## config.mk

```make
export PLATFORM = sky130hd
export DESIGN_NAME = vernam_decipher
export DESIGN_NICKNAME = d
export VERILOG_FILES = /design/src/rtl/vernam_decipher.sv
export SDC_FILE = /design/constraint.sdc
export NUM_CORES = 1
export LEC_CHECK = 0
export ABC_AREA = 0
export ABC_CLOCK_PERIOD_IN_PS = 2100
export CAP_MARGIN = 20
export CORE_MARGIN = 4
export CORE_UTILIZATION = 49
export CTS_BUF_LIST = sky130_fd_sc_hd__clkbuf_16
export DETAILED_ROUTE_END_ITERATION = 8
export PLACE_DENSITY = 0.77
export SETUP_SLACK_MARGIN = 0.05
export SKIP_LAST_GASP = 1
export SLEW_MARGIN = 40
export SYNTH_ARGS = -nofsm -noshare
export SYNTH_HDL_FRONTEND = slang
export SYNTH_SLANG_ARGS = --single-unit
```

## constraint.sdc

```tcl
create_clock -name clk -period 2.1 [get_ports clk]
set_input_delay 0.21 -clock clk [delete_from_list [all_inputs] [get_ports clk]]
set_output_delay 0.21 -clock clk [all_outputs]
set_load 0.01 [all_outputs]
```

## src/rtl/vernam_decipher.sv

```systemverilog
// Vernam stream decipher: regenerates the key stream from a shared seed with an
// 8-bit Fibonacci LFSR, XORs it onto ciphertext and buffers plaintext in a FIFO.
module vernam_decipher #(
  parameter int DEPTH = 4,
  parameter int CNT_W = 16
) (
  input  logic             clk,
  input  logic             reset,
  input  logic             seed_load,
  input  logic [7:0]       seed_in,
  input  logic             cipher_valid,
  input  logic [7:0]       cipher_data,
  output logic             cipher_ready,
  output logic             plain_valid,
  output logic [7:0]       plain_data,
  input  logic             plain_ready,
  output logic             running,
  output logic [CNT_W-1:0] byte_count
);

  localparam int AW = $clog2(DEPTH);
  localparam logic [AW:0] FULL_CNT = (AW+1)'(DEPTH);

  typedef enum logic {
    IDLE,
    RUN
  } state_t;

  state_t           state_q;
  logic [7:0]       lfsr_q;
  logic [7:0]       lfsr_d;
  logic [7:0]       mem_q [DEPTH];
  logic [AW-1:0]    wr_ptr_q;
  logic [AW-1:0]    rd_ptr_q;
  logic [AW:0]      count_q;
  logic [AW:0]      count_d;
  logic [7:0]       last_pop_q;
  logic [CNT_W-1:0] byte_count_q;
  logic             full;
  logic             accept;
  logic             pop;

  assign full         = (count_q == FULL_CNT);
  assign running      = (state_q == RUN);
  assign cipher_ready = running && !full;
  assign plain_valid  = (count_q != '0);
  assign plain_data   = plain_valid ? mem_q[rd_ptr_q] : last_pop_q;
  assign byte_count   = byte_count_q;

  // A seed_load cycle wins over any transfer offered in the same cycle.
  assign accept = cipher_valid && cipher_ready && !seed_load;
  assign pop    = plain_valid && plain_ready && !seed_load;

  assign lfsr_d = {lfsr_q[6:0], lfsr_q[7] ^ lfsr_q[5] ^ lfsr_q[4] ^ lfsr_q[3]};

  always_comb begin
    count_d = count_q;
    case ({accept, pop})
      2'b10:   count_d = count_q + 1'b1;
      2'b01:   count_d = count_q - 1'b1;
      default: count_d = count_q;
    endcase
  end

  always_ff @(posedge clk) begin
    if (reset) begin
      state_q      <= IDLE;
      lfsr_q       <= 8'h01;
      wr_ptr_q     <= '0;
      rd_ptr_q     <= '0;
      count_q      <= '0;
      last_pop_q   <= 8'h00;
      byte_count_q <= '0;
    end else if (seed_load) begin
      // An all-zero seed would lock the LFSR, so it is replaced by 8'h01.
      state_q      <= RUN;
      lfsr_q       <= (seed_in == 8'h00) ? 8'h01 : seed_in;
      wr_ptr_q     <= '0;
      rd_ptr_q     <= '0;
      count_q      <= '0;
      byte_count_q <= '0;
    end else begin
      count_q <= count_d;
      if (accept) begin
        lfsr_q       <= lfsr_d;
        wr_ptr_q     <= wr_ptr_q + 1'b1;
        byte_count_q <= byte_count_q + 1'b1;
      end
      if (pop) begin
        rd_ptr_q   <= rd_ptr_q + 1'b1;
        last_pop_q <= mem_q[rd_ptr_q];
      end
    end
  end

  always_ff @(posedge clk) begin
    if (accept) begin
      mem_q[wr_ptr_q] <= cipher_data ^ lfsr_q;
    end
  end

endmodule

```

Word level (Yosys, flattened, before mapping)
Memory sizes are Yosys's and may differ from the RTL's. A register that Yosys moved wholly into a read port is not among the register bits.
Index checks and enable logic that the tools add are counted.
{"block": "word_totals", "rom_bits": 0, "out_inout_bits": 27, "inputBits": 21, "latchBits": 0, "register_bits": 40, "n_memories": 1, "mem_bits_rw": 32}
{"block": "op_classes", "mux": 9, "magnitude_cmp": 0, "n_bitwise": 5, "shift": 0, "mul": 0, "n_reduce_logical": 13, "n_div": 0, "n_addsub": 5, "n_eq_ne": 3}
{"memory": "mem_q", "words": 4, "width": 8, "rd": 1, "rd_clocked_by_memory_dff": 1, "write_ports": 1, "line": "32", "source": "logic [7:0] mem_q [DEPTH];"}
{"operator": "$mux 8", "n": 4}
{"operator": "$add 16x1->16 const B", "n": 1}
{"operator": "$logic_not 8->1", "n": 1}
{"operator": "$xor 8x8->8", "n": 1}
{"operator": "$pmux 3 s2", "n": 1}
{"operator": "$logic_and 1x1->1", "n": 5}
{"operator": "$add 2x1->2 const B", "n": 2}
{"operator": "$mux 2", "n": 2}
{"operator": "$reduce_bool 2->1", "n": 2}
{"operator": "$add 3x1->3 const B", "n": 1}
{"operator": "$eq 3x3->1 const B", "n": 1}
{"operator": "$reduce_bool 3->1", "n": 1}
{"operator": "$sub 3x1->3 const B", "n": 1}
{"operator": "$xor 1x1->1", "n": 3}
{"operator": "$eq 2x1->1 const B", "n": 1}
{"operator": "$eq 2x2->1 const B", "n": 1}
{"operator": "$logic_not 1->1", "n": 2}
{"operator": "$mux 1", "n": 2}
{"operator": "$reduce_and 2->1", "n": 1}
{"operator": "$reduce_or 2->1", "n": 1}
{"operator": "$not 1->1", "n": 1}

Depth between registers and ports, before layout
{"block": "depth", "depth_word": 7, "depth_mapped": 9}

Worst setup path after synthesis
No wires, ideal clock.
{"block": "synth_timing", "path_type": "reg2reg", "startpoint": "reg count_q[0]", "endpoint": "reg count_q[2]", "arrival_time_ps": 2070, "stages_incl_launch_ff": 10, "setup_ps": 71, "t_required_ps": 2029, "path_slack_ps": -40, "period_less_slack_ps": 2140, "cell_sequence": "dfxtp_1 nor3_1 nor3b_1 buf_2 ha_1 inv_1 fa_1 xor2_1 or3_1 a21oi_1"}
{"element": "start, declared", "line": "35", "source": "logic [AW:0] count_q;"}
{"element": "start signal, assigned", "line": "83", "source": "count_q <= count_d;"}
{"element": "$reduce_bool 3->1 *", "line": "46", "source": "assign plain_valid = (count_q != '0);"}
{"element": "$logic_and 1x1->1 * (2 in series)", "line": "52", "source": "assign pop = plain_valid && plain_ready && !seed_load;"}
{"element": "net pop", "line": "41", "source": "logic pop;"}
{"element": "$eq 2x1->1 or $eq 2x2->1 (tied branches)", "line": "58", "source": "case ({accept, pop})"}
{"element": "$pmux 3 s2 or $reduce_bool 2->1 (tied branches)"}
Mark *: on every way through the listed nets, which the timed path passes. The rest lies on a longest branch.
A chain may end at the register's enable or synchronous reset.

==> impl_metrics.toml <==
[run]
max_cap_violations = 0

[sta]
tightest_slew_ns = 0.4823
relSlewSlack = 0.6777
final_hold_viol_count = 0
final-setup-viol-count = 0
rsz0062_at_grt = "yes"
whs_ns = 0.4908
clock.fmax_mhz = 496.0
min_period_ns = 2.016
min_period_over_period = 0.9600
slew_violations = 0
fin_skew_ns = 0.005919

[synth]
synth_edf_count = 32
avgSynthCellArea_um2 = 11.85
ys.flop_type = "dfxtp_1"
yosysTopAreaCell = "edfxtp_1"
synth-seq-area-share = 0.5488
netlist_top_cells_area = "edfxtp_1 (29%), dfxtp_1 (26%), mux2i_1 (5.5%)"
synth_seq_cells = 74
synth-async-reset-ratio = 0
synth_top_area_share = 0.2927
synth_fp_nets = 305
synth_warnings = 0
yosysUniqueCellTypes = 36
synth_area_um2 = 3283
syn_inst = 277

[placement]
place_congestion = 0.8112
dp_hpwl_mm = 4.620
dp_cells = 404
io_buffers = 47

[clocking]
root_buffer = "clkbuf_16"
clockBufferDepth = 2
htreeDepth = 3
clk_latency_ns = 0.32
clk_pin_slew_ns = 0.06
cts_buffers = 9
cts_tree = "yes"
cts.sinks = 74
ctsHoldBuffers = 0

[layout]
antennaDiodeCount = 0
drive_gt1_frac = 0.2110
area_growth_pct = 29.57
layout_commonest_cell = "clkdlybuf4s50_1"
fillers = 501
instances_no_fill = 423
layout.nets = 369
layout_common_cells = "clkdlybuf4s50_1 (39), dfxtp_1 (38), nor2_1 (34)"

[worst_setup_path]
critical_path_class = "flip-flop to output port"
rrSetupSlack_ns = 0.10
arrival_ns = 1.81
crit_path_top_delay_cell = "mux4_2"
crit_fanout = 8
path_cells = "buf_12 -> buf_6 -> mux4_2 -> mux2_4 -> buf_6"
r2r_start = "count_q[0]$_SDFFE_PP0P_"
path_delay_family = "multiplexers"
end_kind = "output port"
cp_common_cell = "buf_6"
startpoint_type = "flip-flop"
cp.buffers_inverters = 3
critPathMaxStageDelay_ns = 0.51
required_ns = 1.89

[global_route]
overflow = 0
grtUsageTotal = 0.1705
grt_start_max_net_pins = 24
grt_pass1_wl_mm = 11.09
antenna_found_initial = 0
grt_pass1_vias = 2335

[status]
status = "finished, final reports clean"

[routing]
wl_per_cell_um = 15.72
wirelength_mm = 6.650
first_iter_violations = 118
num_vias = 2326
dr.pass1.iters = 4
via_per_inst = 5.499
remaining_drc_errors = 0
ant_nets = 0

[floorplanning]
start_util = 0.5112
core-area_um2 = 6422
die_w_um = 89.86
dieArea_um2 = 8074
num_rows = 29
io_pins = 48
die_h_um = 89.86

[min_path]
hold_class = "flip-flop to flip-flop"
holdCritStartpoint = "byte_count[15]$_SDFFE_PP0P_"

[power_and_ir_drop]
ir_drop_uv = 395.4
leakage_nw = 1.498
power_w = 0.003122
p_per_area_nw_per_um2 = 734.0
-- registers in the layout (all words and copies together), names as in the netlist, named ones only --
register / count
count_q: 3
byte_count: 16
mem_q: 32
rd_ptr_q: 2
running: 1
lfsr_q: 8
wr_ptr_q: 2
last_pop_q: 8
-- area by class of cell --
type,count,area [µm²],area share
clock buffer,9,225.2,0.05294
tap,77,96.34,0.02265
timing repair buffer,68,635.6,0.1494
inverter,10,37.54,0.008824
clock inverter,7,43.79,0.01029
multi-input combinational,178,1409,0.3312
sequential,74,1807,0.4247
-- stage by stage --
stage                     instance area, µm²  setup TNS [ns]  utilization  setup WS, ns
final                                   4254               0       0.6624       0.08391
after global routing                    4254       -0.004749       0.6624     -0.004749
after CTS                               4249               0       0.6616       0.03589
after detailed placement                3968          -1.175       0.6178       -0.2119
after global placement                  3968         -0.6580       0.6178       -0.1224
after floorplan                         3291               0            -       0.07279
-- what timing repair did --
action,4_1_cts,5_1_grt
resized for setup,22,13
cloned,0,0
endpoints found under the setup margin,9,11
buffers inserted,1,2
-- routing by layer --
layer | part of all wire | up-vias | wire [µm] | GRT usage
li1 | - | 1139 | - | -
met1 | 0.45 | 1133 | 3019 | 0.2177
met2 | 0.50 | 46 | 3322 | 0.2851
met3 | 0.030 | 8 | 199 | 0.02755
met4 | 0.016 | 0 | 108 | 0.07908
met5 | 0 | - | 0 | 0
-- synthesized netlist by cell type (3+ instances only) --
cell type and number:
a211oi_1 7, a21oi_1 11, and2_1 3, and3_1 5, buf_2 4, clkbuf_1 10, dfxtp_1 42, edfxtp_1 32
ha_1 6, inv_1 10, mux2_2 8, mux2i_1 18, mux4_2 8, nand2_1 8, nand3_1 7, nor2_1 34
nor3_1 3, nor4_1 3, o31ai_1 7, or3_1 6, or4_1 7, xnor2_1 11, xor2_1 11
-- kinds of logic (layout without fill, tap and decap cells) --
kind of cell,after synthesis,count (layout),synth area share
adders and majority gates,7,7,0.02896
xor gates and xnor gates,22,22,0.05869
AOI/OAI and AO/OA,28,28,0.05450
muxes,34,34,0.1372
and+or+nand+nor,87,87,0.1406
DFF,74,74,0.5488
buffers and inverters,25,94,0.03125
-- worst min-delay path, stage by stage, from the launching register on --
cell	delay, ns
dfxtp_1	0.32
o31ai_1	0.07
a21oi_1	0.06
-- worst paths after layout --
| path | endpoint | cells after the start |
|---|---|---|
| max | plain_data[4] | 5 |
| max reg2reg | count_q[2]$_SDFFE_PP0P_ | 8 |
| min | byte_count[15]$_SDFFE_PP0P_ | 2 |
| min reg2reg | byte_count[15]$_SDFFE_PP0P_ | 2 |
-- where the power goes --
| part | internal [W] | total, W | leakage, nW | switching, W |
|---|---|---|---|---|
| Combinational | 0.000104 | 0.000199 | 0.734 | 0.0000947 |
| Sequential | 0.00154 | 0.00155 | 0.631 | 0.0000190 |
| Clock | 0.000794 | 0.00137 | 0.133 | 0.000575 |
Note: power is estimated with default switching activity, not from simulation.
